<file path="src/rtl/multicycle_ctrl.sv">
// Multi-cycle MIPS sequencer: FETCH/DECODE/EXEC/MEM/WB over one shared memory port.
// State is registered; strobes are combinational from state, and FETCH/MEM_RD/MEM_WR hold until mem_ack.
module multicycle_ctrl (
  input  logic       clk,
  input  logic       rst,
  input  logic [5:0] op,
  input  logic [5:0] funct,
  input  logic       zero,
  input  logic       mem_ack,
  output logic       mem_req,
  output logic       mem_we,
  output logic       i_or_d,
  output logic       ir_we,
  output logic       pc_we,
  output logic [1:0] pc_src,
  output logic       reg_we,
  output logic       reg_dst,
  output logic       mem_to_reg,
  output logic       alu_src_a,
  output logic [1:0] alu_src_b,
  output logic [5:0] op_alu,
  output logic       retire,
  output logic       illegal,
  output logic [3:0] state
);

  localparam logic [5:0] OP_R    = 6'b000000;
  localparam logic [5:0] OP_J    = 6'b000010;
  localparam logic [5:0] OP_BEQ  = 6'b000100;
  localparam logic [5:0] OP_ADDI = 6'b001000;
  localparam logic [5:0] OP_LW   = 6'b100011;
  localparam logic [5:0] OP_SW   = 6'b101011;
  localparam logic [5:0] FN_ADD  = 6'b100000;

  localparam logic [1:0] SRC_B_RT    = 2'b00;
  localparam logic [1:0] SRC_B_FOUR  = 2'b01;
  localparam logic [1:0] SRC_B_IMM   = 2'b10;
  localparam logic [1:0] SRC_B_IMMSH = 2'b11;

  localparam logic [1:0] PC_ALU    = 2'b00;
  localparam logic [1:0] PC_ALUOUT = 2'b01;
  localparam logic [1:0] PC_JUMP   = 2'b10;

  localparam logic [5:0] ALU_SUM  = 6'd0;
  localparam logic [5:0] ALU_ADDI = 6'd1;
  localparam logic [5:0] ALU_LW   = 6'd2;
  localparam logic [5:0] ALU_SW   = 6'd3;
  localparam logic [5:0] ALU_BEQ  = 6'd4;

  typedef enum logic [3:0] {
    IDLE     = 4'd0,
    FETCH    = 4'd1,
    DECODE   = 4'd2,
    EXEC_R   = 4'd3,
    WB_R     = 4'd4,
    EXEC_I   = 4'd5,
    WB_I     = 4'd6,
    MEM_ADDR = 4'd7,
    MEM_RD   = 4'd8,
    WB_MEM   = 4'd9,
    MEM_WR   = 4'd10,
    BRANCH   = 4'd11,
    JUMP     = 4'd12,
    TRAP     = 4'd13
  } state_t;

  state_t cur_state;
  state_t nxt_state;

  assign state = cur_state;

  always_ff @(posedge clk or posedge rst) begin
    if (rst) begin
      cur_state <= IDLE;
    end else begin
      cur_state <= nxt_state;
    end
  end

  always_comb begin
    nxt_state  = cur_state;
    mem_req    = 1'b0;
    mem_we     = 1'b0;
    i_or_d     = 1'b0;
    ir_we      = 1'b0;
    pc_we      = 1'b0;
    pc_src     = PC_ALU;
    reg_we     = 1'b0;
    reg_dst    = 1'b0;
    mem_to_reg = 1'b0;
    alu_src_a  = 1'b0;
    alu_src_b  = SRC_B_RT;
    op_alu     = ALU_SUM;
    retire     = 1'b0;
    illegal    = 1'b0;

    unique case (cur_state)
      IDLE: begin
        nxt_state = FETCH;
      end

      FETCH: begin
        // PC+4 is computed every wait cycle but only committed on the ack edge
        mem_req   = 1'b1;
        alu_src_b = SRC_B_FOUR;
        if (mem_ack) begin
          ir_we     = 1'b1;
          pc_we     = 1'b1;
          nxt_state = DECODE;
        end
      end

      DECODE: begin
        alu_src_b = SRC_B_IMMSH;
        unique case (op)
          OP_R:        nxt_state = (funct == FN_ADD) ? EXEC_R : TRAP;
          OP_ADDI:     nxt_state = EXEC_I;
          OP_LW, OP_SW: nxt_state = MEM_ADDR;
          OP_BEQ:      nxt_state = BRANCH;
          OP_J:        nxt_state = JUMP;
          default:     nxt_state = TRAP;
        endcase
      end

      EXEC_R: begin
        alu_src_a = 1'b1;
        alu_src_b = SRC_B_RT;
        nxt_state = WB_R;
      end

      WB_R: begin
        reg_we    = 1'b1;
        reg_dst   = 1'b1;
        retire    = 1'b1;
        nxt_state = FETCH;
      end

      EXEC_I: begin
        alu_src_a = 1'b1;
        alu_src_b = SRC_B_IMM;
        op_alu    = ALU_ADDI;
        nxt_state = WB_I;
      end

      WB_I: begin
        reg_we    = 1'b1;
        retire    = 1'b1;
        nxt_state = FETCH;
      end

      MEM_ADDR: begin
        alu_src_a = 1'b1;
        alu_src_b = SRC_B_IMM;
        if (op == OP_LW) begin
          op_alu    = ALU_LW;
          nxt_state = MEM_RD;
        end else if (op == OP_SW) begin
          op_alu    = ALU_SW;
          nxt_state = MEM_WR;
        end else begin
          // op changed under us after DECODE; refuse to guess
          nxt_state = TRAP;
        end
      end

      MEM_RD: begin
        mem_req = 1'b1;
        i_or_d  = 1'b1;
        if (mem_ack) begin
          nxt_state = WB_MEM;
        end
      end

      WB_MEM: begin
        reg_we     = 1'b1;
        mem_to_reg = 1'b1;
        retire     = 1'b1;
        nxt_state  = FETCH;
      end

      MEM_WR: begin
        mem_req = 1'b1;
        mem_we  = 1'b1;
        i_or_d  = 1'b1;
        if (mem_ack) begin
          retire    = 1'b1;
          nxt_state = FETCH;
        end
      end

      BRANCH: begin
        alu_src_a = 1'b1;
        alu_src_b = SRC_B_RT;
        op_alu    = ALU_BEQ;
        pc_src    = PC_ALUOUT;
        pc_we     = zero;
        retire    = 1'b1;
        nxt_state = FETCH;
      end

      JUMP: begin
        pc_src    = PC_JUMP;
        pc_we     = 1'b1;
        retire    = 1'b1;
        nxt_state = FETCH;
      end

      TRAP: begin
        illegal   = 1'b1;
        nxt_state = TRAP;
      end

      default: begin
        nxt_state = IDLE;
      end
    endcase
  end

endmodule
</file>
<file path="config.mk">
export PLATFORM = sky130hd
export DESIGN_NAME = multicycle_ctrl
export DESIGN_NICKNAME = d
export VERILOG_FILES = /design/src/rtl/multicycle_ctrl.sv
export SDC_FILE = /design/constraint.sdc
export NUM_CORES = 1
export LEC_CHECK = 0
export ABC_AREA = 1
export BUFFER_PORTS_ARGS = -buffer_cell sky130_fd_sc_hd__buf_2
export CAP_MARGIN = 40
export CELL_PAD_IN_SITES_DETAIL_PLACEMENT = 1
export CELL_PAD_IN_SITES_GLOBAL_PLACEMENT = 2
export CORE_ASPECT_RATIO = 1.2
export CORE_UTILIZATION = 19
export CTS_BUF_LIST = sky130_fd_sc_hd__clkbuf_8
export DETAILED_ROUTE_END_ITERATION = 10
export GPL_ROUTABILITY_DRIVEN = 0
export HOLD_SLACK_MARGIN = 0.03
export PLACE_DENSITY_LB_ADDON = 0.15
export SYNTH_ARGS = -nofsm -noshare
export SYNTH_HDL_FRONTEND = slang
export SYNTH_SLANG_ARGS = --single-unit
</file>
<file path="constraint.sdc">
create_clock -name clk -period 2.22 [get_ports clk]
set_input_delay 0.333 -clock clk [delete_from_list [all_inputs] [get_ports clk]]
set_output_delay 0.333 -clock clk [all_outputs]
set_load 0.005 [all_outputs]
</file>
==> metrics.log, run 1 <==
INFO  metric antenna_violations_before_repair = 0
INFO  metric floorplan.core_area = 2890 sq um
INFO  metric worst_ep_required = 1.89 ns
INFO  metric cts_repair_resize_count = 0
INFO  metric total_leakage_power = 0.5230 nW
INFO  metric setup_total_negative_slack = 0 ns
INFO  metric cts.htree.levels = 1
INFO  metric synth-warning-count = 0
INFO  metric grt_pass1_vias = 842
INFO  metric timing.max_cap.violations = 0
INFO  metric p_per_area = 1031 nW/um^2
INFO  metric routed_wirelength = 2141 microns
INFO  metric placementRows = 21
INFO  metric startpoint_type = flop
INFO  metric synth_area = 595.6 sq um
INFO  metric max-vdd-ir-drop = 0.0002600 V
INFO  metric route.detailed.vias_per_inst = 4.371
INFO  metric dpl.cell_count = 182
INFO  metric start_util = 20.61%
INFO  metric hold_viol = 0
INFO  metric cpMaxStageDelayCell = sky130_fd_sc_hd__dfrtp_1
INFO  metric worstPathBufferInverterCount = 4
INFO  metric cts_tree = built
INFO  metric clkLatencyLatePin = 0.21 ns
INFO  metric crit_path_max_incr_delay = 0.45 ns
INFO  metric tritoncts.num_buffers = 3
INFO  metric vias = 813
INFO  metric fin_nets = 170
INFO  metric route.detailed.wl_per_inst = 11.51 microns
INFO  metric remaining_drc_errors = 0
INFO  metric finClkSkew = 0.002070 ns
INFO  metric num_antenna_cells = 0
INFO  metric synth_seq_cells = 4
INFO  metric flip_flop_count_of_the_largest_register_all_copies_and_words_added = 4
INFO  metric synth_top_cell_area_share = 18.91%
INFO  metric postSynthCellCount = 113
INFO  metric hold_path_class = input port to flop
INFO  metric critical_path_capture_point_type = primary output
INFO  metric floorplan.die.height = 63.33 microns
INFO  metric detail_route.iter0.violations = 3
INFO  metric io_pins = 41
INFO  metric synth_seq_area_share = 16.81%
INFO  metric final_common_cell = sky130_fd_sc_hd__buf_2
INFO  metric final-instance-count-excl-fill = 186
INFO  metric unrepaired_setup_endpoints_after_global_routing = false
INFO  metric area_of_the_die = 3363 sq um
INFO  metric setup-violations-final = 0
INFO  metric crit_top_cell = sky130_fd_sc_hd__inv_2
INFO  metric count_of_antenna_violating_nets_left_after_detailed_routing = 0
INFO  metric fmaxAchievable = 546.7 MHz
INFO  metric ctsLongestPathBuffers = 2
INFO  metric slew_viol_final = 0
INFO  metric detail_route.first_pass.iterations = 4
INFO  metric timing.critical_path.arrival = 1.50 ns
INFO  metric timing.setup.critical_path_class = flop to primary output
INFO  metric place.detailed.hpwl = 1889 microns
INFO  metric synthDistinctLibCells = 20
INFO  metric clkTransAtPathRegs = 0.03 ns
INFO  metric tmin_final = 1.829 ns
INFO  metric clock_sink_count = 4
INFO  metric area_growth = 43.07%
INFO  metric drive_above_1_share = 33.55%
INFO  metric fp.dieW = 53.11 microns
INFO  metric synth_top_area_cells = sky130_fd_sc_hd__nand2_1 19%, sky130_fd_sc_hd__nor2_1 17%, sky130_fd_sc_hd__dfrtp_1 17%
INFO  metric grt_overflow_total = 0
INFO  metric grt_pass1_wl = 3574 microns
INFO  metric cts_setup_buffers = 0
INFO  metric grt_start_max_net_pins = 8
INFO  metric netlist.top_cell.by_area = sky130_fd_sc_hd__nand2_1
INFO  metric critical-path-top-delay-family = flip-flops
INFO  metric grtUsageTotal = 14.40%
INFO  metric number_of_i_o_port_buffers = 37
INFO  metric period_share = 82.39%
INFO  metric layout_common_cells = 37 x sky130_fd_sc_hd__buf_2, 30 x sky130_fd_sc_hd__nand2_1, 27 x sky130_fd_sc_hd__nor2_1
INFO  metric cell_chain_of_the_critical_path = inv_2 -> nor2_2 -> inv_2 -> nor2_4 -> inv_2 -> nor2_1 -> a211o_1 -> buf_2
INFO  metric synth_area_per_cell = 5.271 sq um
INFO  metric critical_path.max_fanout = 6
INFO  metric cts_root_buf = sky130_fd_sc_hd__clkbuf_8
INFO  metric status = completed
## final timing paths
path	from	end	slack (ns)	cells after the start
setup reg to reg	state[0]$_DFFE_PP0P_	state[0]$_DFFE_PP0P_	0.86	9
setup / recovery	state[0]$_DFFE_PP0P_	pc_we	0.39	8
max in group asynchronous	rst	state[2]$_DFFE_PP0P_	1.52	3
min in group asynchronous	rst	state[3]$_DFFE_PP0P_	0.55	3
hold reg to reg	state[3]$_DFFE_PP0P_	state[3]$_DFFE_PP0P_	0.62	2
hold / removal	mem_ack	state[0]$_DFFE_PP0P_	0.35	2
## power by group
group / leakage (nW) / switching, mW / internal, mW
Combinational: 0.451 / 0.346 / 0.223
Clock: 0.0216 / 0.0357 / 0.115
Sequential: 0.0506 / 0.0536 / 0.105
## worst reg2reg max path, delay by kind of cell, from the launching register on
family                 cells  cell delay, ns
AOI/OAI and AO/OA          2            0.16
buffers and inverters      3            0.24
and+or+nand+nor            4            0.37
DFF                        1            0.46
## Yosys cell counts
cell type and number:
sky130_fd_sc_hd__nand2_1 30, sky130_fd_sc_hd__nor2_1 27, sky130_fd_sc_hd__inv_1 16, sky130_fd_sc_hd__nand3_1 11, sky130_fd_sc_hd__buf_4 4, sky130_fd_sc_hd__dfrtp_1 4
sky130_fd_sc_hd__inv_2 4, sky130_fd_sc_hd__nand2_2 2, sky130_fd_sc_hd__nor2_4 2, sky130_fd_sc_hd__o21ai_0 2, sky130_fd_sc_hd__o21ai_2 2, sky130_fd_sc_hd__a211o_1 1
sky130_fd_sc_hd__conb_1 1, sky130_fd_sc_hd__nand3b_1 1, sky130_fd_sc_hd__nand4_1 1, sky130_fd_sc_hd__nor2_2 1, sky130_fd_sc_hd__nor3_1 1, sky130_fd_sc_hd__o2111ai_1 1
sky130_fd_sc_hd__o21a_1 1, sky130_fd_sc_hd__o21ai_1 1
## layout make-up
cell class	instances	area, sq um
Clock buffer	3	41.29
Fill cell	411	2038
Inverter	20	75.07
Multi-Input combinational cell	87	397.9
Sequential cell	4	100.1
Tap cell	34	42.54
Timing Repair Buffer	38	195.2
## kinds of logic after synthesis
logic type / Yosys count / synth area share [%]
flops: 4 / 16.81
compound gates: 8 / 9.665
simple gates: 76 / 55.25
buf+inv: 24 / 17.65
other cells: 1 / 0.6296
## per-layer routing
metal | vias to the layer above | part of all wire [%] | track usage (%)
li1 | 418 | - | -
met1 | 371 | 39 | 15.14
met2 | 22 | 57 | 27.22
met3 | 2 | 3.0 | 0.7246
met4 | 0 | 1.3 | 7.237
met5 | - | 0 | 0
## metrics by stage
| step | instance area, sq um | power, mW | hold WS [ns] | setup WS [ns] | util (%) |
|---|---|---|---|---|---|
| 2_1_floorplan | 603.1 | 0.5053 | 0.09908 | 0.7937 | - |
| 3_3_place_gp | 800.8 | 0.7369 | 0.2211 | 0.6193 | 27.71 |
| 3_5_place_dp | 800.8 | 0.7414 | 0.2205 | 0.5868 | 27.71 |
| 4_1_cts | 852.1 | 0.9025 | 0.3463 | 0.3570 | 29.48 |
| 5_1_grt | 852.1 | 0.9768 | 0.3623 | 0.2524 | 29.48 |
| 6_report | 852.1 | 0.8785 | 0.3463 | 0.3909 | 29.48 |
## what timing repair did
item	in CTS	in global routing
hold endpoints to repair	4	0
hold buffers	1	0
setup endpoints to repair	0	0
Note: power is estimated with default switching activity, not from simulation.
==> run 2, diff against run 1 <==
--- a/config.mk
+++ b/config.mk
@@ -11,7 +11,7 @@
 export CELL_PAD_IN_SITES_DETAIL_PLACEMENT = 1
 export CELL_PAD_IN_SITES_GLOBAL_PLACEMENT = 2
 export CORE_ASPECT_RATIO = 1.2
-export CORE_UTILIZATION = 19
+export CORE_UTILIZATION = 16
 export CTS_BUF_LIST = sky130_fd_sc_hd__clkbuf_8
 export DETAILED_ROUTE_END_ITERATION = 10
 export GPL_ROUTABILITY_DRIVEN = 0
==> constraint.sdc (replaced) <==
create_clock -name clk -period 1.5 [get_ports clk]
set_input_delay 0.225 -clock clk [delete_from_list [all_inputs] [get_ports clk]]
set_output_delay 0.225 -clock clk [all_outputs]
set_load 0.005 [all_outputs]
==> run 2 against run 1 <==
Effect of this change: the run now ends with design-rule violations, negative setup slack left; die area up 18%; largest cell class unchanged; register-to-register slack lost 0.77 ns; utilization rose by 0.48 points; clock power up 51%; first-iteration DRC count rose to 6.0 times the previous value; design area increased by 21%.
==> metrics.log, run 2 (synthesis results as in run 1) <==
INFO  metric final_common_cell = sky130_fd_sc_hd__buf_2 (unchanged)
INFO  metric ctsLongestPathBuffers = 2 (unchanged)
INFO  metric layout_setup_ws = -0.08080 ns (was 0.3909 ns)
INFO  metric fp.dieW = 57.70 microns (was 53.11 microns)
INFO  metric fmaxAchievable = 632.6 MHz
INFO  metric worst_ep_required = 1.27 ns (was 1.89 ns)
INFO  metric cts.htree.levels = 1 (unchanged)
INFO  metric tritoncts.num_buffers = 3 (unchanged)
INFO  metric layout.cell_area.non_filler = 1035 sq um (was 852.1 sq um)
INFO  metric flip_flop_count_of_the_largest_register_all_copies_and_words_added = 4 (unchanged)
INFO  metric antenna_violations_before_repair = 0 (unchanged)
INFO  metric timing.setup.critical_path_class = flop to primary output (unchanged)
INFO  metric remaining_drc_errors = 1 (was 0)
INFO  metric area_of_the_die = 3971 sq um (was 3363 sq um)
INFO  metric startpoint_type = flop (unchanged)
INFO  metric route.detailed.wl_per_inst = 11.61 microns (was 11.51 microns)
INFO  metric p_int = 0.8976 mW (was 0.4435 mW)
INFO  metric grt_pass1_wl = 3919 microns (was 3574 microns)
INFO  metric slew_viol_final = 0 (unchanged)
INFO  metric num_antenna_cells = 0 (unchanged)
INFO  metric io_pins = 41 (unchanged)
INFO  metric setup-violations-final = 6 (was 0)
INFO  metric area_growth = 73.74% (was 43.07%)
INFO  metric p_per_area = 1647 nW/um^2 (was 1031 nW/um^2)
INFO  metric place_worst_setup_slack = 0.08174 ns (was 0.5868 ns)
INFO  metric setup.worst_path.start = state[0]$_DFFE_PP0P_ (unchanged)
INFO  metric layout_common_cells = 37 x sky130_fd_sc_hd__buf_2, 24 x sky130_fd_sc_hd__nand2_1, 19 x sky130_fd_sc_hd__nor2_1 (was 37 x sky130_fd_sc_hd__buf_2, 30 x sky130_fd_sc_hd__nand2_1, 27 x sky130_fd_sc_hd__nor2_1)
INFO  metric critical_path_capture_point_type = primary output (unchanged)
INFO  metric reg2reg_setup_slack = 0.09 ns (was 0.86 ns)
INFO  metric number_of_i_o_port_buffers = 37 (unchanged)
INFO  metric seq_power_share = 14.1% (was 18.1%)
INFO  metric worst_r2r_path_depth = 10 (was 9)
INFO  metric routed_wirelength = 2356 microns (was 2141 microns)
INFO  metric timing.hold.ws = 0.2431 ns (was 0.3463 ns)
INFO  metric unrepaired_setup_endpoints_after_global_routing = true (was false)
INFO  metric hold_viol = 0 (unchanged)
INFO  metric power_switching = 0.8069 mW (was 0.4350 mW)
INFO  metric floorplan.die.height = 68.84 microns (was 63.33 microns)
INFO  metric status = complete, but fails checks (was completed)
INFO  metric worstReg2RegStart = state[0]$_DFFE_PP0P_ (unchanged)
INFO  metric cts_root_buf = sky130_fd_sc_hd__clkbuf_8 (unchanged)
INFO  metric violated_checks = design-rule violations, negative setup slack
INFO  metric p_comb_share = 72.6% (was 64.7%)
INFO  metric hold_path_class = input port to flop (unchanged)
INFO  metric reg2reg_to = state[0]$_DFFE_PP0P_ (unchanged)
INFO  metric grt_start_max_net_pins = 6 (was 8)
INFO  metric finClkSkew = 0.003819 ns (was 0.002070 ns)
INFO  metric cts_tree = built (unchanged)
INFO  metric clkLatencyLatePin = 0.22 ns (was 0.21 ns)
INFO  metric clock_power_share = 13.4% (was 17.2%)
INFO  metric timing.max_cap.violations = 0 (unchanged)
INFO  metric period_share = 105.4%
INFO  metric floorplan.core_area = 3453 sq um (was 2890 sq um)
INFO  metric total_leakage_power = 0.5983 nW (was 0.5230 nW)
INFO  metric detail_route.iter0.violations = 18 (was 3)
INFO  metric setup_total_negative_slack = -0.2423 ns (was 0 ns)
INFO  metric placed_area = 857.1 sq um (was 800.8 sq um)
INFO  metric final-instance-count-excl-fill = 203 (was 186)
INFO  metric dpl.cell_count = 192 (was 182)
INFO  metric max-vdd-ir-drop = 0.0002734 V (was 0.0002600 V)
INFO  metric detail_route.first_pass.iterations = 6 (was 4)
INFO  metric clkTransAtPathRegs = 0.03 ns (about the same)
INFO  metric sw_frac_of_total = 47.34% (was 49.52%)
INFO  metric critical_path.endpoint = pc_we (unchanged)
INFO  metric timing.critical_path.arrival = 1.36 ns (was 1.50 ns)
INFO  metric start_util = 17.25% (was 20.61%)
INFO  metric count_of_antenna_violating_nets_left_after_detailed_routing = 0 (unchanged)
INFO  metric grtUsageTotal = 13.20% (was 14.40%)
INFO  metric placementRows = 23 (was 21)
INFO  metric tmin_final = 1.581 ns
INFO  metric fin_nets = 184 (was 170)
INFO  metric place.detailed.hpwl = 2052 microns (was 1889 microns)
INFO  metric vias = 861 (was 813)
INFO  metric critical_path.max_fanout = 4 (was 6)
INFO  metric num-fill-cells = 471 (was 411)
INFO  metric grt_pass1_vias = 897 (was 842)
INFO  metric grt_overflow_total = 0 (unchanged)
INFO  metric drive_above_1_share = 51.81% (was 33.55%)
INFO  metric route.detailed.vias_per_inst = 4.241 (was 4.371)
INFO  metric clock_sink_count = 4 (unchanged)
==> run 2: layer usage <==
metal / track usage, % / vias to the layer above / part of all wire, %
li1: - / 448 / -
met1: 12.21 / 389 / 37
met2: 27.91 / 24 / 58
met3: 1.866 / 0 / 4.5
met4: 6.548 / 0 / 0
met5: 0 / - / 0
==> run 2: through the flow <==
step	util, %	total power, mW
after detailed placement	24.82	1.195
after floorplan	-	0.7479
final	29.96	1.705
after global routing	29.96	1.873
after global placement	24.82	1.191
after CTS	28.15	1.564
==> run 2: layout make-up <==
class | count | area (sq um) | area share [%]
well taps | 37 | 46.29 | 4.474
clock buffers | 3 | 41.29 | 3.990
flip-flops and latches | 4 | 103.9 | 10.04
multi-input cells | 87 | 461.7 | 44.62
inverters | 20 | 77.57 | 7.497
repair buffers | 52 | 304.0 | 29.38
==> run 2: worst max-delay path, cell delays in order (launching register included) <==
cell,delay [ns]
sky130_fd_sc_hd__dfrtp_2,0.44
sky130_fd_sc_hd__inv_2,0.07
sky130_fd_sc_hd__nor2_2,0.04
sky130_fd_sc_hd__inv_2,0.08
sky130_fd_sc_hd__nor2_4,0.05
sky130_fd_sc_hd__inv_4,0.08
sky130_fd_sc_hd__nor2_4,0.04
sky130_fd_sc_hd__a211o_1,0.21
sky130_fd_sc_hd__buf_2,0.12
==> run 2: power groups by stage <==
stage                     clock network [mW]  registers [mW]  logic (mW)
final                                  0.228           0.240        1.24
after global routing                   0.239           0.249        1.39
after CTS                              0.235           0.223        1.11
after detailed placement                   0           0.211       0.984
after global placement                     0           0.204       0.987
after floorplan                            0           0.224       0.524
==> run 2: worst min-delay path by stage <==
stage | from | endpoint | slack [ns] | cells after the start
floorplan | rst | state[0]$_DFFE_PP0P_ | -0.009 | 1
global placement | rst | state[3]$_DFFE_PP0P_ | 0.11 | 2
detailed placement | rst | state[2]$_DFFE_PP0P_ | 0.12 | 2
CTS | mem_ack | state[0]$_DFFE_PP0P_ | 0.25 | 2
global route | mem_ack | state[0]$_DFFE_PP0P_ | 0.25 | 2
finish | mem_ack | state[0]$_DFFE_PP0P_ | 0.24 | 2
==> run 2: timing repair <==
action                                 4_1_cts  5_1_grt
endpoints found under the hold margin        4        0
buffers inserted                             5        2
setup endpoints to repair                   13       13
gates resized for setup                     12       17
pin swaps                                    1        7
hold buffers                                 1        0
==> run 3, diff against run 2 <==
--- a/config.mk
+++ b/config.mk
@@ -5,15 +5,14 @@
 export SDC_FILE = /design/constraint.sdc
 export NUM_CORES = 1
 export LEC_CHECK = 0
-export ABC_AREA = 1
-export BUFFER_PORTS_ARGS = -buffer_cell sky130_fd_sc_hd__buf_2
 export CAP_MARGIN = 40
 export CELL_PAD_IN_SITES_DETAIL_PLACEMENT = 1
 export CELL_PAD_IN_SITES_GLOBAL_PLACEMENT = 2
 export CORE_ASPECT_RATIO = 1.2
-export CORE_UTILIZATION = 16
+export CORE_UTILIZATION = 27
 export CTS_BUF_LIST = sky130_fd_sc_hd__clkbuf_8
 export DETAILED_ROUTE_END_ITERATION = 10
+export DONT_BUFFER_PORTS = 1
 export GPL_ROUTABILITY_DRIVEN = 0
 export HOLD_SLACK_MARGIN = 0.03
 export PLACE_DENSITY_LB_ADDON = 0.15
==> run 3 against run 2 <==
Effect of this change: the flow finishes with violations (negative setup slack); design area fell by 19%; die area shrank 40%; non-clock buffer count down 32; critical endpoint unchanged; highest routed layer is now met4; total power grew 5.3%; cell count decreased by 34%; critical path type unchanged; first-iteration DRC count down 61%; clock power fell by 2%; synthesized cell count decreased by 21%.
==> metrics.log, run 3 <==
INFO  metric count_of_antenna_violating_nets_left_after_detailed_routing = 0 (unchanged)
INFO  metric num_antenna_cells = 0 (unchanged)
INFO  metric clkLatencyLatePin = 0.21 ns (was 0.22 ns)
INFO  metric slew_viol_final = 0 (unchanged)
INFO  metric synth_async_sr_flop_share = 100.0% (unchanged)
INFO  metric power_switching = 0.8020 mW (was 0.8069 mW)
INFO  metric synth_edf_count = 0 (unchanged)
INFO  metric floorplan.die.height = 53.45 microns (was 68.84 microns)
INFO  metric seq_power_share = 12.1% (was 14.1%)
INFO  metric tritoncts.num_buffers = 3 (unchanged)
INFO  metric synthDistinctLibCells = 35 (was 20)
INFO  metric clock_sink_count = 4 (unchanged)
INFO  metric worstPathBufferInverterCount = 1 (was 4)
INFO  metric vias = 729 (was 861)
INFO  metric cell_chain_of_the_critical_path = buf_6 -> nand2b_4 -> nor4b_4 -> a211o_1 (was inv_2 -> nor2_2 -> inv_2 -> nor2_4 -> inv_4 -> nor2_4 -> a211o_1 -> buf_2)
INFO  metric cpMaxStageDelayCell = sky130_fd_sc_hd__dfrtp_1 (was sky130_fd_sc_hd__dfrtp_2)
INFO  metric synth_area_per_cell = 6.692 sq um (was 5.271 sq um)
INFO  metric finClkSkew = 0.0001296 ns (was 0.003819 ns)
INFO  metric startpoint_type = flop (unchanged)
INFO  metric fp.dieW = 44.88 microns (was 57.70 microns)
INFO  metric number_of_i_o_port_buffers = 0 (was 37)
INFO  metric synth_top_area_cells = sky130_fd_sc_hd__dfrtp_1 17%, sky130_fd_sc_hd__nor2_1 9.5%, sky130_fd_sc_hd__nor3_1 5.9% (was sky130_fd_sc_hd__nand2_1 19%, sky130_fd_sc_hd__nor2_1 17%, sky130_fd_sc_hd__dfrtp_1 17%)
INFO  metric route.detailed.wl_per_inst = 14.96 microns (was 11.61 microns)
INFO  metric netlist.top_cell.by_area = sky130_fd_sc_hd__dfrtp_1 (was sky130_fd_sc_hd__nand2_1)
INFO  metric period_share = 103.6% (was 105.4%)
INFO  metric critical-path-top-delay-family = simple AND/OR/NAND/NOR gates (was flip-flops)
INFO  metric violated_checks = negative setup slack (was design-rule violations, negative setup slack)
INFO  metric synth_area = 595.6 sq um (unchanged)
INFO  metric num-fill-cells = 268 (was 471)
INFO  metric p_comb_share = 75.5% (was 72.6%)
INFO  metric cts_root_buf = sky130_fd_sc_hd__clkbuf_8 (unchanged)
INFO  metric tmin_final = 1.554 ns (was 1.581 ns)
INFO  metric remaining_drc_errors = 0 (was 1)
INFO  metric final_common_cell = sky130_fd_sc_hd__buf_4 (was sky130_fd_sc_hd__buf_2)
INFO  metric detail_route.first_pass.iterations = 5 (was 6)
INFO  metric ctsLongestPathBuffers = 2 (unchanged)
INFO  metric hold_path_class = input port to flop (unchanged)
INFO  metric drive_above_1_share = 36.54% (was 51.81%)
INFO  metric flip_flop_count_of_the_largest_register_all_copies_and_words_added = 4 (unchanged)
INFO  metric timing.critical_path.arrival = 1.33 ns (was 1.36 ns)
INFO  metric cts.htree.levels = 1 (unchanged)
INFO  metric setup-violations-final = 4 (was 6)
INFO  metric route.detailed.vias_per_inst = 5.440 (was 4.241)
INFO  metric antenna_violations_before_repair = 0 (unchanged)
INFO  metric layout.cell_area.non_filler = 843.3 sq um (was 1035 sq um)
INFO  metric place.detailed.hpwl = 1510 microns (was 2052 microns)
INFO  metric timing.max_cap.violations = 0 (unchanged)
INFO  metric crit_path_max_incr_delay = 0.38 ns (was 0.44 ns)
INFO  metric total_leakage_power = 0.3602 nW (was 0.5983 nW)
INFO  metric ys_dominant_reg_cell = sky130_fd_sc_hd__dfrtp_1 (unchanged)
INFO  metric placementRows = 18 (was 23)
INFO  metric p_total = 1.795 mW (was 1.705 mW)
INFO  metric critical_path.max_fanout = 7 (was 4)
INFO  metric cell_with_the_most_instances_after_synthesis = sky130_fd_sc_hd__nor2_1 (was sky130_fd_sc_hd__nand2_1)
INFO  metric layout_setup_ws = -0.05438 ns (was -0.08080 ns)
INFO  metric dpl.cell_count = 124 (was 192)
INFO  metric unrepaired_setup_endpoints_after_global_routing = true (unchanged)
INFO  metric io_pins = 41 (unchanged)
INFO  metric place_worst_setup_slack = 0.02531 ns (was 0.08174 ns)
INFO  metric hold_viol = 0 (unchanged)
INFO  metric core_occupancy_in_the_finished_layout = 40.70% (was 29.96%)
INFO  metric grt_start_max_net_pins = 15 (was 6)
INFO  metric synth_top_cell_area_share = 16.81% (was 18.91%)
INFO  metric postSynthCellCount = 89 (was 113)
INFO  metric synth_seq_cells = 4 (unchanged)
INFO  metric setup_total_negative_slack = -0.1229 ns (was -0.2423 ns)
INFO  metric grtUsageTotal = 17.03% (was 13.20%)
INFO  metric fmaxAchievable = 643.3 MHz (was 632.6 MHz)
INFO  metric area_growth = 41.60% (was 73.74%)
INFO  metric synth-warning-count = 0 (unchanged)
INFO  metric routed_wirelength = 2005 microns (was 2356 microns)
INFO  metric grt_pass1_vias = 650 (was 897)
INFO  metric status = complete, but fails checks (unchanged)
INFO  metric final-instance-count-excl-fill = 134 (was 203)
INFO  metric ranking_of_synthesized_cells_by_instance_count = 15 x sky130_fd_sc_hd__nor2_1, 7 x sky130_fd_sc_hd__nand2_1, 7 x sky130_fd_sc_hd__nor3_1 (was 30 x sky130_fd_sc_hd__nand2_1, 27 x sky130_fd_sc_hd__nor2_1, 16 x sky130_fd_sc_hd__inv_1)
INFO  metric start_util = 28.74% (was 17.25%)
INFO  metric clkTransAtPathRegs = 0.03 ns (about the same)
INFO  metric critical_path_capture_point_type = primary output (unchanged)
INFO  metric grt_pass1_wl = 2973 microns (was 3919 microns)
INFO  metric floorplan.core_area = 2072 sq um (was 3453 sq um)
INFO  metric detail_route.iter0.violations = 7 (was 18)
INFO  metric grt_overflow_total = 0 (unchanged)
INFO  metric timing.setup.critical_path_class = flop to primary output (unchanged)
INFO  metric p_int = 0.9931 mW (was 0.8976 mW)
INFO  metric max-vdd-ir-drop = 0.001027 V (was 0.0002734 V)
INFO  metric fin_nets = 122 (was 184)
INFO  metric timing.hold.ws = 0.2520 ns (was 0.2431 ns)
INFO  metric sw_frac_of_total = 44.68% (was 47.34%)
INFO  metric cts_tree = built (unchanged)
INFO  metric clock_power_share = 12.4% (was 13.4%)
INFO  metric area_of_the_die = 2399 sq um (was 3971 sq um)
INFO  metric layout_common_cells = 17 x sky130_fd_sc_hd__buf_4, 14 x sky130_fd_sc_hd__nor2_1, 7 x sky130_fd_sc_hd__nor3_1 (was 37 x sky130_fd_sc_hd__buf_2, 24 x sky130_fd_sc_hd__nand2_1, 19 x sky130_fd_sc_hd__nor2_1)
INFO  metric worst_ep_required = 1.27 ns (about the same)
INFO  metric p_per_area = 2129 nW/um^2 (was 1647 nW/um^2)
INFO  metric placed_area = 680.7 sq um (was 857.1 sq um)
INFO  metric synth_seq_area_share = 16.81% (unchanged)
[run 3: final cells by class]
| class | count | area [sq um] | share of cell area [%] |
|---|---|---|---|
| clock buffer | 3 | 41.29 | 4.896 |
| inverter | 4 | 15.01 | 1.780 |
| multi-input combinational | 73 | 488.0 | 57.86 |
| sequential | 4 | 101.3 | 12.02 |
| tap | 30 | 37.54 | 4.451 |
| timing repair buffer | 20 | 160.2 | 18.99 |
[run 3: repair_timing]
action	4_1_cts	5_1_grt
endpoints found under the setup margin	10	8
hold endpoints to repair	4	0
gates resized for setup	15	2
setup buffers	4	2
pin swaps	3	4
hold buffers	1	0
[run 3: cells by family (layout without fill, tap and decap cells)]
group | after synthesis | after routing | synth area share [%]
AO/OA/AOI/OAI | 28 | 28 | 35.09
buffers and inverters | 14 | 27 | 13.23
flip-flops | 4 | 4 | 16.81
other | 1 | 3 | 0.6296
AND/OR/NAND/NOR | 42 | 42 | 34.25
[run 3: per-layer routing]
| layer | wire, microns | GRT usage, % |
|---|---|---|
| met1 | 874 | 20.89 |
| met3 | 100 | 1.365 |
| met5 | 0 | 0 |
| met4 | 12 | 6.061 |
| met2 | 1018 | 30.39 |
[run 3: final timing paths]
kind,from,endpoint,slack [ns],cells after the start
max in group asynchronous,rst,state[2]$_DFFE_PP0P_,0.98,2
worst max-delay path,state[1]$_DFFE_PP0P_,pc_we,-0.05,4
min in group asynchronous,rst,state[0]$_DFFE_PP0P_,0.35,2
worst min register to register,state[2]$_DFFE_PP0P_,state[0]$_DFFE_PP0P_,0.78,3
worst min-delay path,op[4],state[2]$_DFFE_PP0P_,0.25,2
worst max register to register,state[0]$_DFFE_PP0P_,state[1]$_DFFE_PP0P_,0.01,4
[run 3: power groups by stage]
stage | registers [mW] | logic (mW) | clock network [mW]
2_1_floorplan | 0.202 | 0.738 | 0
3_3_place_gp | 0.225 | 1.01 | 0
3_5_place_dp | 0.227 | 1.03 | 0
4_1_cts | 0.241 | 1.27 | 0.229
5_1_grt | 0.224 | 1.47 | 0.235
6_report | 0.217 | 1.35 | 0.223
